==> config.mk <==
export PLATFORM = sky130hd
export DESIGN_NAME = regfile_sb_flat
export DESIGN_NICKNAME = d
export VERILOG_FILES = /design/src/rtl/regfile_pkg.sv /design/src/rtl/regfile_sb_if.sv /design/src/rtl/rf_scoreboard.sv /design/src/rtl/regfile_sb.sv /design/src/flat_wrapper.sv
export SDC_FILE = /design/constraint.sdc
export NUM_CORES = 2
export LEC_CHECK = 0
export CORE_UTILIZATION = 54
export CTS_CLUSTER_DIAMETER = 60
export DETAILED_ROUTE_END_ITERATION = 12
export DONT_BUFFER_PORTS = 1
export GPL_TIMING_DRIVEN = 0
export PLACE_DENSITY = 0.69
export SLEW_MARGIN = 15
export SYNTH_ARGS = -nofsm -noshare
export SYNTH_HDL_FRONTEND = slang
export SYNTH_SLANG_ARGS = --single-unit
==> constraint.sdc <==
create_clock -name clk -period 8.3 [get_ports clk]
set_input_delay 0.415 -clock clk [delete_from_list [all_inputs] [get_ports clk]]
set_output_delay 0.415 -clock clk [all_outputs]
set_load 0.01 [all_outputs]
==> src/rtl/regfile_pkg.sv <==
// Shared defaults and the hardwired-zero register address for the regfile_sb
// register file and its scoreboard.
package regfile_pkg;

  localparam int DW_DEF    = 32;
  localparam int AW_DEF    = 5;
  localparam int NRD_DEF   = 2;
  localparam int NWR_DEF   = 2;
  localparam int ZERO_ADDR = 0;

endpackage

==> src/rtl/regfile_sb_if.sv <==
// Read, write, issue and flush bundle between a register-file client and regfile_sb.
// The master drives addresses, data and strobes. The slave returns read data, busy flags and the pending count.
interface regfile_sb_if
  import regfile_pkg::*;
#(
  parameter int DW  = DW_DEF,
  parameter int AW  = AW_DEF,
  parameter int NRD = NRD_DEF,
  parameter int NWR = NWR_DEF
);

  logic [NRD*AW-1:0] rd_addr;
  logic [NRD*DW-1:0] rd_data;
  logic [NRD-1:0]    rd_busy;
  logic [NWR-1:0]    wr_en;
  logic [NWR*AW-1:0] wr_addr;
  logic [NWR*DW-1:0] wr_data;
  logic              iss_en;
  logic [AW-1:0]     iss_addr;
  logic              flush;
  logic [AW:0]       busy_cnt;

  modport master (
    output rd_addr, wr_en, wr_addr, wr_data, iss_en, iss_addr, flush,
    input  rd_data, rd_busy, busy_cnt
  );

  modport slave (
    input  rd_addr, wr_en, wr_addr, wr_data, iss_en, iss_addr, flush,
    output rd_data, rd_busy, busy_cnt
  );

endinterface

==> src/rtl/rf_scoreboard.sv <==
// Pending-destination scoreboard. The busy bits and the count update on the next edge.
// Priority order is write-clear, then issue-set, then flush. The block has no backpressure.
module rf_scoreboard
  import regfile_pkg::*;
#(
  parameter int AW  = AW_DEF,
  parameter int NWR = NWR_DEF
) (
  input  logic               clk,
  input  logic               rst_n,
  input  logic [NWR-1:0]     wr_en,
  input  logic [NWR*AW-1:0]  wr_addr,
  input  logic               iss_en,
  input  logic [AW-1:0]      iss_addr,
  input  logic               flush,
  output logic [2**AW-1:0]   busy,
  output logic [AW:0]        busy_cnt
);

  localparam int DEPTH = 2**AW;

  logic [DEPTH-1:0] busy_d, busy_q;
  logic [AW:0]      cnt_d, cnt_q;

  always_comb begin
    busy_d = busy_q;
    for (int k = 0; k < NWR; k++) begin
      if (wr_en[k] && (wr_addr[k*AW +: AW] != AW'(ZERO_ADDR)))
        busy_d[wr_addr[k*AW +: AW]] = 1'b0;
    end
    // Issue is applied after the clears, so a same-cycle issue wins as the younger operation.
    if (iss_en && (iss_addr != AW'(ZERO_ADDR)))
      busy_d[iss_addr] = 1'b1;
    if (flush)
      busy_d = '0;
    busy_d[ZERO_ADDR] = 1'b0;

    cnt_d = '0;
    for (int i = 0; i < DEPTH; i++)
      cnt_d = cnt_d + {{AW{1'b0}}, busy_d[i]};
  end

  always_ff @(posedge clk or negedge rst_n) begin
    if (!rst_n) begin
      busy_q <= '0;
      cnt_q  <= '0;
    end else begin
      busy_q <= busy_d;
      cnt_q  <= cnt_d;
    end
  end

  assign busy     = busy_q;
  assign busy_cnt = cnt_q;

endmodule

==> src/rtl/regfile_sb.sv <==
// Multi-port register file with a pending-write scoreboard. Reads are combinational and writes land on the next edge; there is no backpressure.
// Defining REGFILE_SB_BYPASS_EN forwards same-cycle write data to matching reads and reports them not busy.
module regfile_sb
  import regfile_pkg::*;
#(
  parameter int DW  = DW_DEF,
  parameter int AW  = AW_DEF,
  parameter int NRD = NRD_DEF,
  parameter int NWR = NWR_DEF
) (
  input logic         clk,
  input logic         rst_n,
  regfile_sb_if.slave bus
);

  localparam int DEPTH = 2**AW;

  logic [DW-1:0]    mem_d [DEPTH];
  logic [DW-1:0]    mem_q [DEPTH];
  logic [DEPTH-1:0] busy;

  rf_scoreboard #(.AW(AW), .NWR(NWR)) u_sb (
    .clk      (clk),
    .rst_n    (rst_n),
    .wr_en    (bus.wr_en),
    .wr_addr  (bus.wr_addr),
    .iss_en   (bus.iss_en),
    .iss_addr (bus.iss_addr),
    .flush    (bus.flush),
    .busy     (busy),
    .busy_cnt (bus.busy_cnt)
  );

  // Ascending port order makes the highest-index writer win an address conflict.
  always_comb begin
    for (int i = 0; i < DEPTH; i++)
      mem_d[i] = mem_q[i];
    for (int k = 0; k < NWR; k++) begin
      if (bus.wr_en[k] && (bus.wr_addr[k*AW +: AW] != AW'(ZERO_ADDR)))
        mem_d[bus.wr_addr[k*AW +: AW]] = bus.wr_data[k*DW +: DW];
    end
    mem_d[ZERO_ADDR] = '0;
  end

  always_ff @(posedge clk or negedge rst_n) begin
    if (!rst_n) begin
      for (int i = 0; i < DEPTH; i++)
        mem_q[i] <= '0;
    end else begin
      for (int i = 0; i < DEPTH; i++)
        mem_q[i] <= mem_d[i];
    end
  end

  always_comb begin
    bus.rd_data = '0;
    bus.rd_busy = '0;
    for (int k = 0; k < NRD; k++) begin
      if (bus.rd_addr[k*AW +: AW] != AW'(ZERO_ADDR)) begin
        bus.rd_data[k*DW +: DW] = mem_q[bus.rd_addr[k*AW +: AW]];
        bus.rd_busy[k]          = busy[bus.rd_addr[k*AW +: AW]];
`ifdef REGFILE_SB_BYPASS_EN
        for (int j = 0; j < NWR; j++) begin
          if (bus.wr_en[j] && (bus.wr_addr[j*AW +: AW] == bus.rd_addr[k*AW +: AW])) begin
            bus.rd_data[k*DW +: DW] = bus.wr_data[j*DW +: DW];
            bus.rd_busy[k]          = 1'b0;
          end
        end
`endif
      end
    end
  end

endmodule
==> src/flat_wrapper.sv <==
// flat-port wrapper written by rule: the top's interface ports become plain ports
module regfile_sb_flat import regfile_pkg::*;
#(
  parameter int DW  = DW_DEF,
  parameter int AW  = AW_DEF,
  parameter int NRD = NRD_DEF,
  parameter int NWR = NWR_DEF
)
  (clk, rst_n, bus_rd_addr, bus_wr_en, bus_wr_addr, bus_wr_data, bus_iss_en, bus_iss_addr, bus_flush, bus_rd_data, bus_rd_busy, bus_busy_cnt);
  regfile_sb_if #(.DW(DW), .AW(AW), .NRD(NRD), .NWR(NWR)) bus_i ();
  input logic clk;
  input logic rst_n;
  input wire logic [$bits(bus_i.rd_addr)-1:0] bus_rd_addr;
  input wire logic [$bits(bus_i.wr_en)-1:0] bus_wr_en;
  input wire logic [$bits(bus_i.wr_addr)-1:0] bus_wr_addr;
  input wire logic [$bits(bus_i.wr_data)-1:0] bus_wr_data;
  input wire logic [$bits(bus_i.iss_en)-1:0] bus_iss_en;
  input wire logic [$bits(bus_i.iss_addr)-1:0] bus_iss_addr;
  input wire logic [$bits(bus_i.flush)-1:0] bus_flush;
  output wire logic [$bits(bus_i.rd_data)-1:0] bus_rd_data;
  output wire logic [$bits(bus_i.rd_busy)-1:0] bus_rd_busy;
  output wire logic [$bits(bus_i.busy_cnt)-1:0] bus_busy_cnt;
  assign bus_i.rd_addr = bus_rd_addr;
  assign bus_i.wr_en = bus_wr_en;
  assign bus_i.wr_addr = bus_wr_addr;
  assign bus_i.wr_data = bus_wr_data;
  assign bus_i.iss_en = bus_iss_en;
  assign bus_i.iss_addr = bus_iss_addr;
  assign bus_i.flush = bus_flush;
  assign bus_rd_data = bus_i.rd_data;
  assign bus_rd_busy = bus_i.rd_busy;
  assign bus_busy_cnt = bus_i.busy_cnt;
  regfile_sb #(.DW(DW), .AW(AW), .NRD(NRD), .NWR(NWR)) u_core (.clk(clk), .rst_n(rst_n), .bus(bus_i));
endmodule
==> flow_summary.json <==
{
  "period_share": 0.838,
  "synthFlopType": "dfrtp_1",
  "synth_seq_cells": 1029,
  "syn_inst": 6693,
  "dr_total_vias": 65100,
  "clk_latency_ps": 790,
  "hold_viol": 0,
  "ys_seq_area_frac": 0.394,
  "dieArea_mm2": 0.123,
  "fin_nets": 7032,
  "wl_per_cell_um": 42.0,
  "numCtsBuffers": 132,
  "slew_headroom": 0.0221,
  "port_buffers": 0,
  "path_common_cell": "fa_1",
  "cp_cell_sequence": "nor4b_1 -> nand2_1 -> buf_2 -> nand3_1 -> a21o_1 -> fa_1 -> fa_1 -> inv_1 -> fa_1 -> fa_1 -> fa_1 -> inv_1 -> fa_1 -> fa_1 -> inv_1 -> fa_1 -> nand2_1 -> nand2_1 -> a21oi_1 -> xnor2_1",
  "final_common_cell": "mux2i_1",
  "antenna_found_initial": 38,
  "cp-end-kind": "flop",
  "antenna_left": 0,
  "crit_type": "in2reg",
  "htreeDepth": 4,
  "layout-drive-gt1-share": 0.128,
  "ys_warn_count": 0,
  "crit_path_start_kind": "input port",
  "placed_cell_area_mm2": 0.0675,
  "core_area_mm2": 0.120,
  "wl_met1_mm": 126,
  "cts_buffer_depth": 3,
  "avgSynthCellArea_um2": 9.78,
  "cts_sinks": 1029,
  "dieWidth_um": 350,
  "fill_cells": 10500,
  "cp_num_buf_inv": 4,
  "synthesis.nets": 6818,
  "status": "complete, no violations",
  "dp_cells": 8306,
  "track_usage": 0.581,
  "cts_resized": 0,
  "cp_slowest_stage_delay_ps": 1160,
  "p_leak_nw": 34.3,
  "fin_setup_tns_ps": 0,
  "met3_wirelength_mm": 61.9,
  "post-route-min-period_ps": 6950,
  "cp_max_fo": 10,
  "max_freq_ghz": 0.144,
  "hpwl_mm": 250,
  "critPathTopFamily": "adder cells",
  "postSynth.asyncResetShare": 1.00,
  "required_ps": 9010,
  "grt_setup_unrepaired": "false",
  "drc": 0,
  "dr.pass1.iters": 8,
  "initial_core_util": 0.545,
  "layout_common_cells": "mux2i_1 (1507), dfrtp_1 (1029), nand2_1 (539), nor2_1 (535), a21oi_1 (535)",
  "finalClockSkew_ps": 6.80,
  "grt_max_degree": 1030,
  "dieHeight_um": 350,
  "synth.distinct_cells": 60,
  "grt_pass1_vias": 61600,
  "wl_met2_mm": 141,
  "finalSetupViolCount": 0,
  "place.gp.congestion": 1.07,
  "cts_tree": "built",
  "cts_root_buf": "clkbuf_16",
  "cap_violations": 0,
  "fin_cells": 8638,
  "p_per_area_mw_per_mm2": 247,
  "synth_area_mm2": 0.0654,
  "clk_pin_slew_worst_paths_ps": 60,
  "crit_slowest_cell": "nor4b_1",
  "report.final.slew_viol_count": 0,
  "worst_pin_slew_ps": 1470,
  "area_growth_syn_to_layout_pct": 11.4,
  "cts_setup_buffers": 0,
  "synth_area_leader_cell": "dfrtp_1",
  "vdd_drop_max_mv": 0.246,
  "wl_mm": 363,
  "synth-edff-count": 0,
  "io_pins": 167,
  "rows": 127,
  "cp_data_arrival_time_ps": 7660,
  "grt_pass1_wl_mm": 489,
  "drt_iter0_markers": 12100,
  "synth.top_cell.area_share": 0.394,
  "fin_area_mm2": 0.0729,
  "globalRoute.totalOverflow": 0,
  "routed_via_density": 7.54,
  "highest_layer": "met5",
  "hp-class": "in2reg",
  "cts_hold_buffers": 72,
  "synthTopCellsByArea": "dfrtp_1 (39%), mux2i_1 (23%), mux4_2 (4.6%)"
}
synthesized netlist by cell type, types with 3 or more instances:
master	instances
mux2i_1	1507
dfrtp_1	1029
nand2_1	539
nor2_1	538
a21oi_1	535
o21ai_0	470
clkbuf_1	437
o22ai_1	329
nor3_1	199
buf_2	196
mux2_2	193
mux4_2	133
buf_4	68
a22oi_1	65
a221oi_1	64
o31a_1	64
buf_1	42
inv_1	30
fa_1	23
buf_6	19
nand3b_1	19
a2bb2oi_1	18
nand3_1	17
a21o_1	16
nor2b_1	16
nor2_2	12
o21ai_1	12
nand2b_1	11
a32oi_1	8
and2_1	7
ha_1	7
and3b_1	6
nor3b_1	6
or2_2	6
nand4_1	5
nand4_2	5
nand3_2	4
or3b_2	4
and3_1	3
nand4b_1	3
or3b_1	3
path summary, 6_finish.rpt:
kind                            slack (ps)  cells after the start            startpoint                 endpoint
worst max-delay path                  1350                     20        bus_wr_addr[2]  u_core.u_sb.busy_cnt[4]
worst min-delay path                    30                      4       bus_iss_addr[4]     u_core.u_sb.busy[28]
worst max register to register        3000                     17  u_core.u_sb.busy[24]  u_core.u_sb.busy_cnt[4]
worst min register to register         580                      2     u_core.mem_q[415]        u_core.mem_q[415]
max in group asynchronous             4730                      5                 rst_n        u_core.mem_q[209]
min in group asynchronous              350                      2                 rst_n  u_core.u_sb.busy_cnt[2]
metrics by stage:
stage / hold slack (ps) / total power, mW / util / worst slack, ps
global route: 60.3 / 18.4 / 0.607 / 1440
CTS: -680 / 17.5 / 0.606 / 1750
detailed placement: 143 / 11.5 / 0.563 / 943
floorplan: 119 / 10.1 / - / 2470
finish: 25.5 / 18.0 / 0.608 / 1350
global placement: 139 / 11.3 / 0.562 / 946
per-layer routing:
layer | global-route usage | vias to the layer above
met5 | 0.0153 | -
li1 | - | 24700
met3 | 0.317 | 2051
met1 | 0.692 | 31700
met2 | 0.775 | 6609
met4 | 0.441 | 47
layout make-up:
class | count | area, um2 | share of cell area
multi-input combinational | 4869 | 36100 | 0.495
clock inverter | 36 | 454 | 0.00623
timing repair buffer | 80 | 907 | 0.0124
buffer | 765 | 3560 | 0.0488
sequential | 1029 | 25700 | 0.353
antenna | 20 | 50.0 | 0.000686
tap | 1612 | 2020 | 0.0277
clock buffer | 197 | 4000 | 0.0548
inverter | 30 | 113 | 0.00154
where the power goes:
group / total, mW / switching [mW] / internal [mW]
Sequential: 7.46 / 1.14 / 6.32
Clock: 6.08 / 2.52 / 3.55
Combinational: 4.49 / 2.49 / 2.00
logic make-up (layout without fill, tap and decap cells):
kind of cell,after synthesis,count (layout),share of synthesized area
buffers and inverters,795,1108,0.0555
AOI/OAI and AO/OA,1590,1590,0.141
and+or+nand+nor,1414,1414,0.0920
muxes,1833,1833,0.310
other,0,20,0
adders and majority gates,30,30,0.00838
xor gates and xnor gates,2,2,0.000268
DFF,1029,1029,0.394
state kept, by name, indices dropped and copies added (netlist names):
name and cells:
u_core.u_sb.busy 31, u_core.mem_q 992, u_core.u_sb.busy_cnt 6
worst min-delay path, delay by kind of cell:
kind / cells / cell delay (ps)
AND/OR/NAND/NOR: 3 / 300
AO/OA/AOI/OAI: 1 / 60
No activity file was read; power rests on OpenSTA's default activity.
